$ cat src/rtl/display_mux_pwm.sv
// Multiplexed 7-segment display driver: digit scan with frame-latched inputs,
// 15-step brightness PWM, and per-digit blink, blank and decimal-point control.
module display_mux_pwm #(
  parameter int NUM_DIGITS  = 8,
  parameter int REFRESH_DIV = 100000,
  parameter int BLINK_DIV   = 250
) (
  input  logic                    CLK100MHZ,
  input  logic                    reset,
  input  logic [4*NUM_DIGITS-1:0] DIGITS,
  input  logic [NUM_DIGITS-1:0]   DP_MASK,
  input  logic [NUM_DIGITS-1:0]   BLANK_MASK,
  input  logic [NUM_DIGITS-1:0]   BLINK_MASK,
  input  logic [3:0]              BRIGHT,
  output logic                    CA,
  output logic                    CB,
  output logic                    CC,
  output logic                    CD,
  output logic                    CE,
  output logic                    CF,
  output logic                    CG,
  output logic                    DP,
  output logic [NUM_DIGITS-1:0]   AN
);

  localparam int PRE_W = (REFRESH_DIV > 1) ? $clog2(REFRESH_DIV) : 1;
  localparam int IDX_W = (NUM_DIGITS > 1) ? $clog2(NUM_DIGITS) : 1;
  localparam int BLK_W = (BLINK_DIV > 1) ? $clog2(BLINK_DIV) : 1;

  localparam logic [PRE_W-1:0] PRE_LAST = PRE_W'(REFRESH_DIV - 1);
  localparam logic [IDX_W-1:0] IDX_LAST = IDX_W'(NUM_DIGITS - 1);
  localparam logic [BLK_W-1:0] BLK_LAST = BLK_W'(BLINK_DIV - 1);
  localparam logic [3:0]       PWM_LAST = 4'd14;

  logic [PRE_W-1:0]        r_presc;
  logic [IDX_W-1:0]        r_index;
  logic [3:0]              r_pwm;
  logic [BLK_W-1:0]        r_blink_cnt;
  logic                    r_blink_phase;
  logic [4*NUM_DIGITS-1:0] r_sh_digits;
  logic [NUM_DIGITS-1:0]   r_sh_dp;
  logic [NUM_DIGITS-1:0]   r_sh_blank;
  logic [NUM_DIGITS-1:0]   r_sh_blink;
  logic [NUM_DIGITS-1:0]   r_an;
  logic [6:0]              r_seg;
  logic                    r_dp;

  logic                    w_tick;
  logic                    w_frame_wrap;
  logic                    w_pwm_on;
  logic                    w_dark;
  logic [3:0]              w_nibble;
  logic [6:0]              w_glyph;
  logic [NUM_DIGITS-1:0]   w_an_lit;

  assign w_tick       = (r_presc == PRE_LAST);
  assign w_frame_wrap = w_tick && (r_index == IDX_LAST);

  // NOTE: sequential state uses non-blocking assignments so every register samples pre-edge values.
  always_ff @(posedge CLK100MHZ) begin
    if (!reset) begin
      r_presc       <= '0;
      r_index       <= '0;
      r_pwm         <= '0;
      r_blink_cnt   <= '0;
      r_blink_phase <= 1'b0;
      // NOTE: shadow registers are reset too, so the first frame after reset shows defined content.
      r_sh_digits   <= '0;
      r_sh_dp       <= '0;
      r_sh_blank    <= '0;
      r_sh_blink    <= '0;
    end else begin
      r_presc <= w_tick ? '0 : r_presc + PRE_W'(1);
      r_pwm   <= (r_pwm == PWM_LAST) ? 4'd0 : r_pwm + 4'd1;
      if (w_tick) begin
        r_index <= (r_index == IDX_LAST) ? '0 : r_index + IDX_W'(1);
        if (r_blink_cnt == BLK_LAST) begin
          r_blink_cnt   <= '0;
          r_blink_phase <= ~r_blink_phase;
        end else begin
          r_blink_cnt <= r_blink_cnt + BLK_W'(1);
        end
      end
      // Inputs are captured only as the scan returns to digit 0, so a frame is never torn.
      if (w_frame_wrap) begin
        r_sh_digits <= DIGITS;
        r_sh_dp     <= DP_MASK;
        r_sh_blank  <= BLANK_MASK;
        r_sh_blink  <= BLINK_MASK;
      end
    end
  end

  // NOTE: every signal gets a default first, so no path through the block can infer a latch.
  always_comb begin
    w_nibble = r_sh_digits[4*int'(r_index) +: 4];
    w_pwm_on = (BRIGHT == 4'hF) || (r_pwm < BRIGHT);
    w_dark   = r_sh_blank[r_index] || (r_sh_blink[r_index] && r_blink_phase) || !w_pwm_on;
    w_an_lit = '1;
    w_an_lit[r_index] = 1'b0;
    w_glyph  = 7'b0000000;
    case (w_nibble) // active-high {a,b,c,d,e,f,g}
      4'h0: w_glyph = 7'b1111110;
      4'h1: w_glyph = 7'b0110000;
      4'h2: w_glyph = 7'b1101101;
      4'h3: w_glyph = 7'b1111001;
      4'h4: w_glyph = 7'b0110011;
      4'h5: w_glyph = 7'b1011011;
      4'h6: w_glyph = 7'b1011111;
      4'h7: w_glyph = 7'b1110000;
      4'h8: w_glyph = 7'b1111111;
      4'h9: w_glyph = 7'b1111011;
      4'hA: w_glyph = 7'b1110111;
      4'hB: w_glyph = 7'b0011111;
      4'hC: w_glyph = 7'b1001110;
      4'hD: w_glyph = 7'b0111101;
      4'hE: w_glyph = 7'b1001111;
      4'hF: w_glyph = 7'b1000111;
      default: w_glyph = 7'b0000000;
    endcase
  end

  // Anodes and cathodes share one register stage so segments never lead a dark anode.
  always_ff @(posedge CLK100MHZ) begin
    if (!reset || w_dark) begin
      r_an  <= '1;
      r_seg <= '1;
      r_dp  <= 1'b1;
    end else begin
      r_an  <= w_an_lit;
      r_seg <= ~w_glyph;
      r_dp  <= ~r_sh_dp[r_index];
    end
  end

  assign {CA, CB, CC, CD, CE, CF, CG} = r_seg;
  assign DP = r_dp;
  assign AN = r_an;

endmodule
$ cat config.mk
export PLATFORM = sky130hd
export DESIGN_NAME = display_mux_pwm
export DESIGN_NICKNAME = d
export VERILOG_FILES = /design/src/rtl/display_mux_pwm.sv
export SDC_FILE = /design/constraint.sdc
export NUM_CORES = 1
export LEC_CHECK = 0
export BUFFER_PORTS_ARGS = -buffer_cell sky130_fd_sc_hd__buf_2
export CORE_ASPECT_RATIO = 0.9
export CORE_MARGIN = 4
export CORE_UTILIZATION = 35
export CTS_CLUSTER_SIZE = 25
export DETAILED_ROUTE_END_ITERATION = 8
export PLACE_DENSITY_LB_ADDON = 0.3
export SKIP_CTS_REPAIR_TIMING = 1
export SYNTH_ARGS = -nofsm -noshare
export SYNTH_HDL_FRONTEND = slang
export SYNTH_SLANG_ARGS = --single-unit
$ cat constraint.sdc
create_clock -name CLK100MHZ -period 5.8 [get_ports CLK100MHZ]
set_input_delay 0 -clock CLK100MHZ [delete_from_list [all_inputs] [get_ports CLK100MHZ]]
set_output_delay 0 -clock CLK100MHZ [all_outputs]
set_load 0.02 [all_outputs]
# Word level (Yosys, flattened, before mapping)

Memory sizes are Yosys's and may differ from the RTL's.
Index checks and enable logic that the tools add are counted.

Register bits: 105
ROM bits: 112
Output and inout bits: 16
Word-level logic and storage cells: 53
Memories: 1

Memories:

| name             | depth | bits a word | read ports | clocked after Yosys merged registers in | wr ports | RTL line | source |
|---|---|---|---|---|---|---|---|
| (name not given) | 16    | 7           | 1          | 0                                       | 0        | 102      | `case (w_nibble)` |

Add/subtract/negate cells: 4
Order comparisons: 3
Equal/unequal tests: 5
Shifts and indexed selects: 1
Muxes and demuxes: 10
Bitwise gates (word level): 5
Reduce and logical (&&, ||, !) cells: 12

Operators with widths:

| cell                                                               | count |
|---|---|
| indexed part select 32 x 6 -> 4 bit                                | 1 |
| adder 17 x 1 -> 17 bit (second input constant)                     | 1 |
| == test 17 bit (second input constant)                             | 1 |
| binary-select mux 1 bit (select 3 bit)                             | 3 |
| adder 8 x 1 -> 8 bit (second input constant)                       | 1 |
| == test 4 bit (second input constant)                              | 2 |
| == test 8 bit (second input constant)                              | 1 |
| 2-to-1 mux 8 bit                                                   | 1 |
| inverter 8 bit                                                     | 1 |
| inverter 7 bit                                                     | 1 |
| adder 4 x 1 -> 4 bit (second input constant)                       | 1 |
| logical OR 1 bit                                                   | 4 |
| < comparator 3 x 4 -> 1 bit (second input constant)                | 1 |
| < comparator 4 bit                                                 | 1 |
| 2-to-1 mux 1 bit                                                   | 4 |
| OR reduction 2 bit                                                 | 2 |
| adder 3 x 1 -> 3 bit (second input constant)                       | 1 |
| demux 1 bit (select 3 bit)                                         | 1 |
| == test 3 bit (second input constant)                              | 1 |
| greater-or-equal comparator 3 x 1 -> 1 bit (second input constant) | 1 |
| logical AND 1 bit                                                  | 3 |
| 2-to-1 mux 3 bit                                                   | 1 |
| inverter 1 bit                                                     | 3 |
| logical NOT 1 bit                                                  | 2 |
| AND reduction 2 bit                                                | 1 |

# Longest topological paths before layout

Gate-level depths: netlist of the first run.

Depth in word-level cells: 6
Gate-level depth with buffers: 11
Mapped depth without buffers: 8

# Worst setup path before layout of the first run

No wires, ideal clock.

Path type: reg-to-reg
Start point: register r_index[0]
End point: register r_seg[6]
Setup time: 118 ps
Data arrival time: 2300 ps
Required time: 5682 ps
Setup slack: 3382 ps
Cell stages (with the launch flop): 12
Buffers on the path: 3
Path through: dfxtp_1 -> buf_6 -> buf_6 -> buf_2 -> mux2i_1 -> nor3_1 -> a211oi_2 -> inv_1 -> ha_1 -> or3_1 -> o21ai_1 -> o21ai_1

Longest elaborated chain between the ends: 6

Ends and longest elaborated chain:

| what                                                                             | RTL line | source |
|---|---|---|
| start, declared                                                                  | 36       | `logic [IDX_W-1:0] r_index;` |
| start signal, assigned                                                           | 76       | `r_index <= (r_index == IDX_LAST) ? '0 : r_index + IDX_W'(1);` |
| parallel branches: the longest is 6 deep, another holds memory read (16 x 7 bit) | -        |  |
| end signal, assigned                                                             | 131      | `r_seg <= ~w_glyph;` |
| end, declared                                                                    | 45       | `logic [6:0] r_seg;` |

Several ways; the timed one is not identified. The select of a mux whose other input is x is not followed.
A chain may end at the register's enable or synchronous reset.

# Final worst setup path of the first run

Same ends and word-level chain as after synthesis.

==> flow_metrics.tcl, run 1 <==
set metrics [dict create \
    fin_ws_ps 2780 \
    synth.yosys.warnings 0 \
    stdcell_area_sq_um 6180 \
    netlist_area_sq_um 4900 \
    top_usage_layer "met2" \
    grtUsageMet3_pct 3.45 \
    wire_per_inst_um 13.6 \
    antennaDiodeCount 0 \
    routed_wl_um 11500 \
    synth_flop_cell "dfxtp_1" \
    ys_top_cells_by_area "dfxtp_1 43%, nand2_1 10%, a21boi_0 6.7%" \
    post-synth-top-count-cell "nand2_1" \
    worst_r2r_endpoint "r_seg[6]" \
    use_met2_pct 21.8 \
    synth-seq-area-share_pct 42.9 \
    start_kind "register" \
    cts.sinks 105 \
    final_core_util_pct 45.8 \
    rsz0062_at_grt "false" \
    power.density_nw_per_um2 232 \
    cts-root-buf "clkbuf_16" \
    avgSynthCellArea_sq_um 8.82 \
    skew_ps 6.31 \
    grt_max_degree 71 \
    critPathKind "register to register" \
    layout-drive-gt1-share_pct 16.1 \
    placed_area_sq_um 5330 \
    period_share_pct 52.1 \
    p_int_mw 1.14 \
    area_delta_synth_final_pct 26.1 \
    ys_types 59 \
    hp-start "reset" \
    power_leakage_nw 2.28 \
    ios 78 \
    clock.fmax_mhz 331 \
    setup_tns_ps 0 \
    worst_pin_slew_ps 1020 \
    die_w_um 133 \
    yosys.area.top_type "dfxtp_1" \
    p_sw_share_pct 20.4 \
    viasPerCell 4.90 \
    synth_enable_flop_cells 0 \
    cts.clk_slew.worst_paths_ps 70 \
    grt_pass1_wl_um 18500 \
    setup_viol 0 \
    drc 0 \
    async_flop_share_pct 0 \
    clock_latency_ps 340 \
    p_switching_mw 0.293 \
    port-buffer-count 77 \
    htree_levels 3 \
    synth.top_cell.area_share_pct 42.9 \
    fin_crit_ps 3020 \
    hp-class "primary input to register" \
    layout.nets 749 \
    antenna_found_initial 0 \
    power_frac_clock_pct 42.0 \
    whs_path_depth 3 \
    reg2regPathDepth 6 \
    clk_path_buf_depth 2 \
    start_util_pct 36.3 \
    via_count 4128 \
    yosys-top-cells-count "134 x nand2_1, 105 x dfxtp_1, 44 x a21boi_0, 35 x nor2_1, 19 x nand3_1" \
    ant_nets 0 \
    gp_congestion 0.791 \
    critPathMaxFanout 31 \
    dpl_worst_slack_ps 2820 \
    ys_seq_elements 105 \
    place_hpwl_um 7820 \
    hold_viol 0 \
    dr.pass1.iters 4 \
    cts_tree "done" \
    power_frac_seq_pct 51.2 \
    maxSlewViolCount 0 \
    first_iter_violations 240 \
    peakVddDrop_v 0.000140 \
    met1_usage_pct 19.2 \
    outcome "finished clean" \
    core-area_sq_um 13500 \
    cp-end-kind "register" \
    grt.overflow.total 0 \
    grtUsageTotal_pct 14.1 \
    power_frac_comb_pct 6.9 \
    syn_nets 634 \
    die-area_sq_um 16000 \
    rrSetupSlack_ps 2780 \
    cp.arrival_ps 3220 \
    grt_pass1_vias 3776 \
    syn_inst 556 \
    filler_cell_count 1319 \
    relSlewSlack_pct 30.0 \
    min_to "r_sh_digits[11]" \
    rr_startpoint "r_index[0]" \
    required_ps 6000 \
    row_count 40 \
    die_h_um 120 \
    numCtsBuffers 9 \
    maxCapViolCount 0 \
]
-- layout by cell type (no fill, tap or decap), types with 2 or more instances in the layout --
| cell | instances |
|---|---|
| buf_2 | 77 |
| a21o_1 | 2 |
| nand4b_1 | 2 |
| xnor2_1 | 16 |
| a211o_1 | 2 |
| or3_1 | 2 |
| nand2_1 | 134 |
| nand3_1 | 19 |
| nand3b_1 | 5 |
| or4_1 | 2 |
| inv_1 | 18 |
| nor4_1 | 5 |
| clkinv_2 | 2 |
| dfxtp_1 | 105 |
| nor3b_1 | 2 |
| and2_1 | 5 |
| a21oi_1 | 5 |
| o21ai_1 | 2 |
| nor2_1 | 35 |
| nand4_1 | 7 |
| nor3_1 | 7 |
| nor4b_1 | 2 |
| nand2b_1 | 2 |
| dlygate4sd3_1 | 56 |
| clkbuf_16 | 9 |
| and3_1 | 3 |
| o221ai_1 | 3 |
| buf_4 | 4 |
| o211ai_1 | 7 |
| a21boi_1 | 16 |
| o21ai_0 | 5 |
| xor2_1 | 7 |
| clkbuf_8 | 2 |
| mux4_2 | 6 |
| mux2i_1 | 13 |
| ha_1 | 16 |
| a21boi_0 | 44 |
-- final cells by class --
type,count,area [sq um],share of cell area (%)
Clock buffer,12,256,4.15
Clock inverter,3,40.0,0.648
Inverter,19,71.3,1.15
Multi-Input combinational cell,399,2530,40.9
Sequential cell,105,2100,34.0
Tap cell,168,210,3.40
Timing Repair Buffer,137,976,15.8
-- state kept, by name (all words and copies together), names as in the netlist --
name	flops
r_sh_blink	8
AN	8
DP	1
r_blink_cnt	8
r_blink_phase	1
r_index	3
r_seg	7
r_sh_dp	8
r_sh_blank	8
r_pwm	4
r_presc	17
r_sh_digits	32
-- kinds of logic (layout without fill, tap and decap cells) --
logic type	count (synthesis)	after routing	synth area share (%)
xor+xnor	23	23	4.11
compound gates	99	99	15.4
simple gates	241	241	22.1
buf+inv	52	171	5.77
fa+ha+maj	16	16	4.08
mux	20	20	5.64
flops	105	105	42.9
-- power by group through the flow --
stage          Sequential, mW  Combinational (mW)  Clock, mW
6_report                0.734              0.0983      0.602
5_1_grt                 0.735               0.108      0.645
4_1_cts                 0.734              0.0703      0.617
3_5_place_dp            0.750              0.0699          0
3_3_place_gp            0.750              0.0684          0
2_1_floorplan           0.755              0.0299          0
-- through the flow --
stage	hold WS (ps)	total power, mW	std cells
after floorplan	139	0.785	556
after global placement	246	0.818	772
after detailed placement	255	0.820	772
after CTS	-107	1.42	787
after global routing	352	1.49	843
final	315	1.43	843
-- layer usage --
| metal | share of wire (%) | vias up |
|---|---|---|
| met5 | 0 | - |
| met4 | 1.9 | 0 |
| met3 | 3.9 | 17 |
| met2 | 44 | 90 |
| met1 | 50 | 1902 |
| li1 | - | 2119 |
-- worst max path at each step --
stage / end / depth (start not counted) / slack, ps / from
6_report: r_seg[6] / 6 / 2780 / r_index[0]
4_1_cts: r_seg[6] / 6 / 2800 / r_index[0]
2_1_floorplan: r_seg[6] / 11 / 3380 / r_index[0]
3_5_place_dp: r_seg[6] / 6 / 2820 / r_index[0]
5_1_grt: r_seg[6] / 9 / 2490 / r_index[1]
3_3_place_gp: r_seg[6] / 9 / 2840 / r_index[1]
-- worst max-delay path, stage by stage (launching register included) --
cell     delay [ps]
dfxtp_1         510
buf_4           400
mux4_2          540
mux2i_1         810
nand2_1         310
a21oi_1         240
o21ai_1          70
(Power assumes the default switching activity.)
==> run 2, diff against run 1 <==
ABC_AREA = 1   (was unset)
clock period = 3 ns   (was 5.8 ns; I/O delays follow)
==> run 2 against run 1 <==
Effect of this change:
- the flow now finishes with violations (hold timing)
- first-iteration DRC count up 35%
- total power is 98% higher
- register-to-register slack worse by 2100 ps
- via count rose by 20%
- maximum frequency increased by 30%
- clock skew is 3.4 ps higher
- final cell count grew 22%
- combinational power grew 81%
- core utilization down 0.15 points
- critical endpoint is now r_seg[1]
- highest routed layer unchanged
==> flow_metrics.tcl, run 2 <==
set metrics [dict create \
    outcome "complete, but fails checks" \
    violations "hold timing" \
    synth-seq-area-share_pct 41.5 \
    clk_path_buf_depth 2 \
    hold_viol 1 \
    setup_viol 0 \
    start_kind "register" \
    maxCapViolCount 0 \
    cp.arrival_ps 2540 \
    ys_top_cells_by_area "dfxtp_1 42%, nand2_1 13%, nand3_1 9.5%" \
    rr_startpoint "r_index[1]" \
    ant_nets 0 \
    placed_area_sq_um 5560 \
    power_frac_comb_pct 6.3 \
    hp-class "primary input to register" \
    rsz0062_at_grt "false" \
    max_stage_delay_ps 580 \
    p_sw_share_pct 20.7 \
    largest_reg_flops 32 \
    critPathKind "register to register" \
    p_total_mw 2.84 \
    syn_nets 802 \
    antennaDiodeCount 0 \
    die_h_um 122 \
    dr.pass1.iters 5 \
    final_common_cell "nand2_1" \
    cp_slowest_cell "dfxtp_1" \
    wire_per_inst_um 13.1 \
    syn_inst 724 \
    clock_latency_ps 350 \
    grt.overflow.total 0 \
    worst_pin_slew_ps 881 \
    cts.sinks 105 \
    grt_max_degree 66 \
    grtUsageTotal_pct 16.2 \
    post-synth-top-count-cell "nand2_1" \
    synth.yosys.warnings 0 \
    ios 78 \
    die_w_um 135 \
    synth_flop_cell "dfxtp_1" \
    die-area_sq_um 16400 \
    ys_types 26 \
    cts.clk_slew.worst_paths_ps 70 \
    stdcell_area_sq_um 6430 \
    numCtsBuffers 9 \
    layout.nets 912 \
    top_usage_layer "met2" \
    viasPerCell 4.79 \
    routed_wl_um 13500 \
    power_frac_seq_pct 49.8 \
    final_cell_mix "171 x nand2_1, 105 x dfxtp_1, 95 x nand3_1" \
    grtUsageMet3_pct 4.54 \
    cp_top_family "simple AND/OR/NAND/NOR gates" \
    relSlewSlack_pct 40.7 \
    setup_tns_ps 0 \
    ys_seq_elements 105 \
    drc 0 \
    place_hpwl_um 8880 \
    netlist_area_sq_um 5060 \
    cts-root-buf "clkbuf_16" \
    port-buffer-count 77 \
    holdWs_ps -30.3 \
    maxSlewViolCount 0 \
    yosys-top-cells-count "171 x nand2_1, 105 x dfxtp_1, 96 x nand3_1, 74 x a21oi_1, 69 x o21ai_0" \
    avgSynthCellArea_sq_um 6.99 \
    power.density_nw_per_um2 442 \
    async_flop_share_pct 0 \
    p_int_mw 2.25 \
    start_util_pct 35.9 \
    crit_top_cell "nand2_1" \
    first_iter_violations 325 \
    period_share_pct 77.4 \
    area_delta_synth_final_pct 27.1 \
    layout-drive-gt1-share_pct 13.6 \
    cp_num_buf_inv 2 \
    row_count 41 \
    power_leakage_nw 2.63 \
    regMostFlops "r_sh_digits" \
    peakVddDrop_v 0.000282 \
    synth.top_cell.area_share_pct 41.5 \
    use_met2_pct 23.9 \
    core-area_sq_um 14100 \
    hp-start "DIGITS[28]" \
    reg_top3 "r_sh_digits (32), r_presc (17)" \
    grt_pass1_vias 4355 \
    filler_cell_count 1462 \
    met1_usage_pct 23.2 \
    required_ps 3210 \
    path_cells "clkinv_1, nand2_1, nand2_1, nand2_1, nand2_1, inv_1, ha_1, nand3b_1, nand2_1, nand2_1, nand3_1" \
    synth_enable_flop_cells 0 \
    fin_crit_ps 2320 \
    cts_tree "done" \
    cp-end-kind "register" \
    crit_start "r_index[1]" \
    via_count 4937 \
    power_frac_clock_pct 43.9 \
    skew_ps 9.72 \
    htree_levels 3 \
    antenna_found_initial 0 \
    grt_pass1_wl_um 21600 \
    gp_congestion 0.831 \
    p_switching_mw 0.587 \
    yosys.area.top_type "dfxtp_1" \
    critPathMaxFanout 18 \
    clock.fmax_mhz 431 \
]
-- run 2: cell types whose count changed in the layout (fill, tap and decap cells not counted), moves of 7 or more --
cell and delta:
o211ai_1 -7, a21boi_0 -44, xnor2_1 -15, nor2_1 +16, inv_1 +22, mux2i_1 -13
o21ai_0 +64, a21boi_1 -16, buf_4 +7, a21oi_1 +69, nand2_1 +37, nand3_1 +76
-- run 2: routing by layer --
layer / routed length (um) / share of wire (%) / vias to the layer above
met2: 5910 / 44 / 109
met1: 6800 / 50 / 2207
met3: 663 / 4.9 / 10
li1: - / - / 2611
met5: 0 / 0 / -
met4: 119 / 0.88 / 0
-- run 2: final timing paths --
kind	endpoint	cells after the start	slack [ps]
hold / removal	r_sh_digits[28]	3	-30
hold reg to reg	r_presc[0]	1	460
setup reg to reg	r_seg[1]	11	680
setup / recovery	r_seg[1]	11	680
-- run 2: metrics by stage --
step | util [%] | setup slack (ps) | std cells
final | 45.6 | 678 | 1031
after global routing | 45.6 | 361 | 1031
after CTS | 41.6 | 688 | 975
after detailed placement | 39.4 | 695 | 960
after global placement | 39.4 | 823 | 960
after floorplan | - | 1200 | 724
-- run 2: cell type report --
| type | count | area [sq um] | area share (%) |
|---|---|---|---|
| clock buffers | 12 | 246 | 3.83 |
| well taps | 193 | 241 | 3.75 |
| inverters | 47 | 176 | 2.74 |
| repair buffers | 144 | 1030 | 16.0 |
| multi-input cells | 527 | 2570 | 40.0 |
| clock inverters | 3 | 65.1 | 1.01 |
| flip-flops and latches | 105 | 2100 | 32.7 |
-- run 2: power groups by stage --
stage	clock network (mW)	registers, mW	logic [mW]
6_report	1.25	1.42	0.178
4_1_cts	1.28	1.42	0.122
2_1_floorplan	0	1.46	0.0457
3_3_place_gp	0	1.45	0.120
5_1_grt	1.33	1.42	0.198
3_5_place_dp	0	1.45	0.122
-- run 2: logic make-up after synthesis --
family                     count (synthesis)  synth area share, %
AOI/OAI and AO/OA                        147                 14.6
and+or+nand+nor                          352                 30.0
buffers and inverters                     92                 7.76
xor gates and xnor gates                  12                 2.08
DFF                                      105                 41.5
adders and majority gates                 16                 3.96
-- run 2: tightest hold or removal path, cell delays in order --
cell	delay, ps
buf_2	100
nand3_1	100
a21oi_1	70
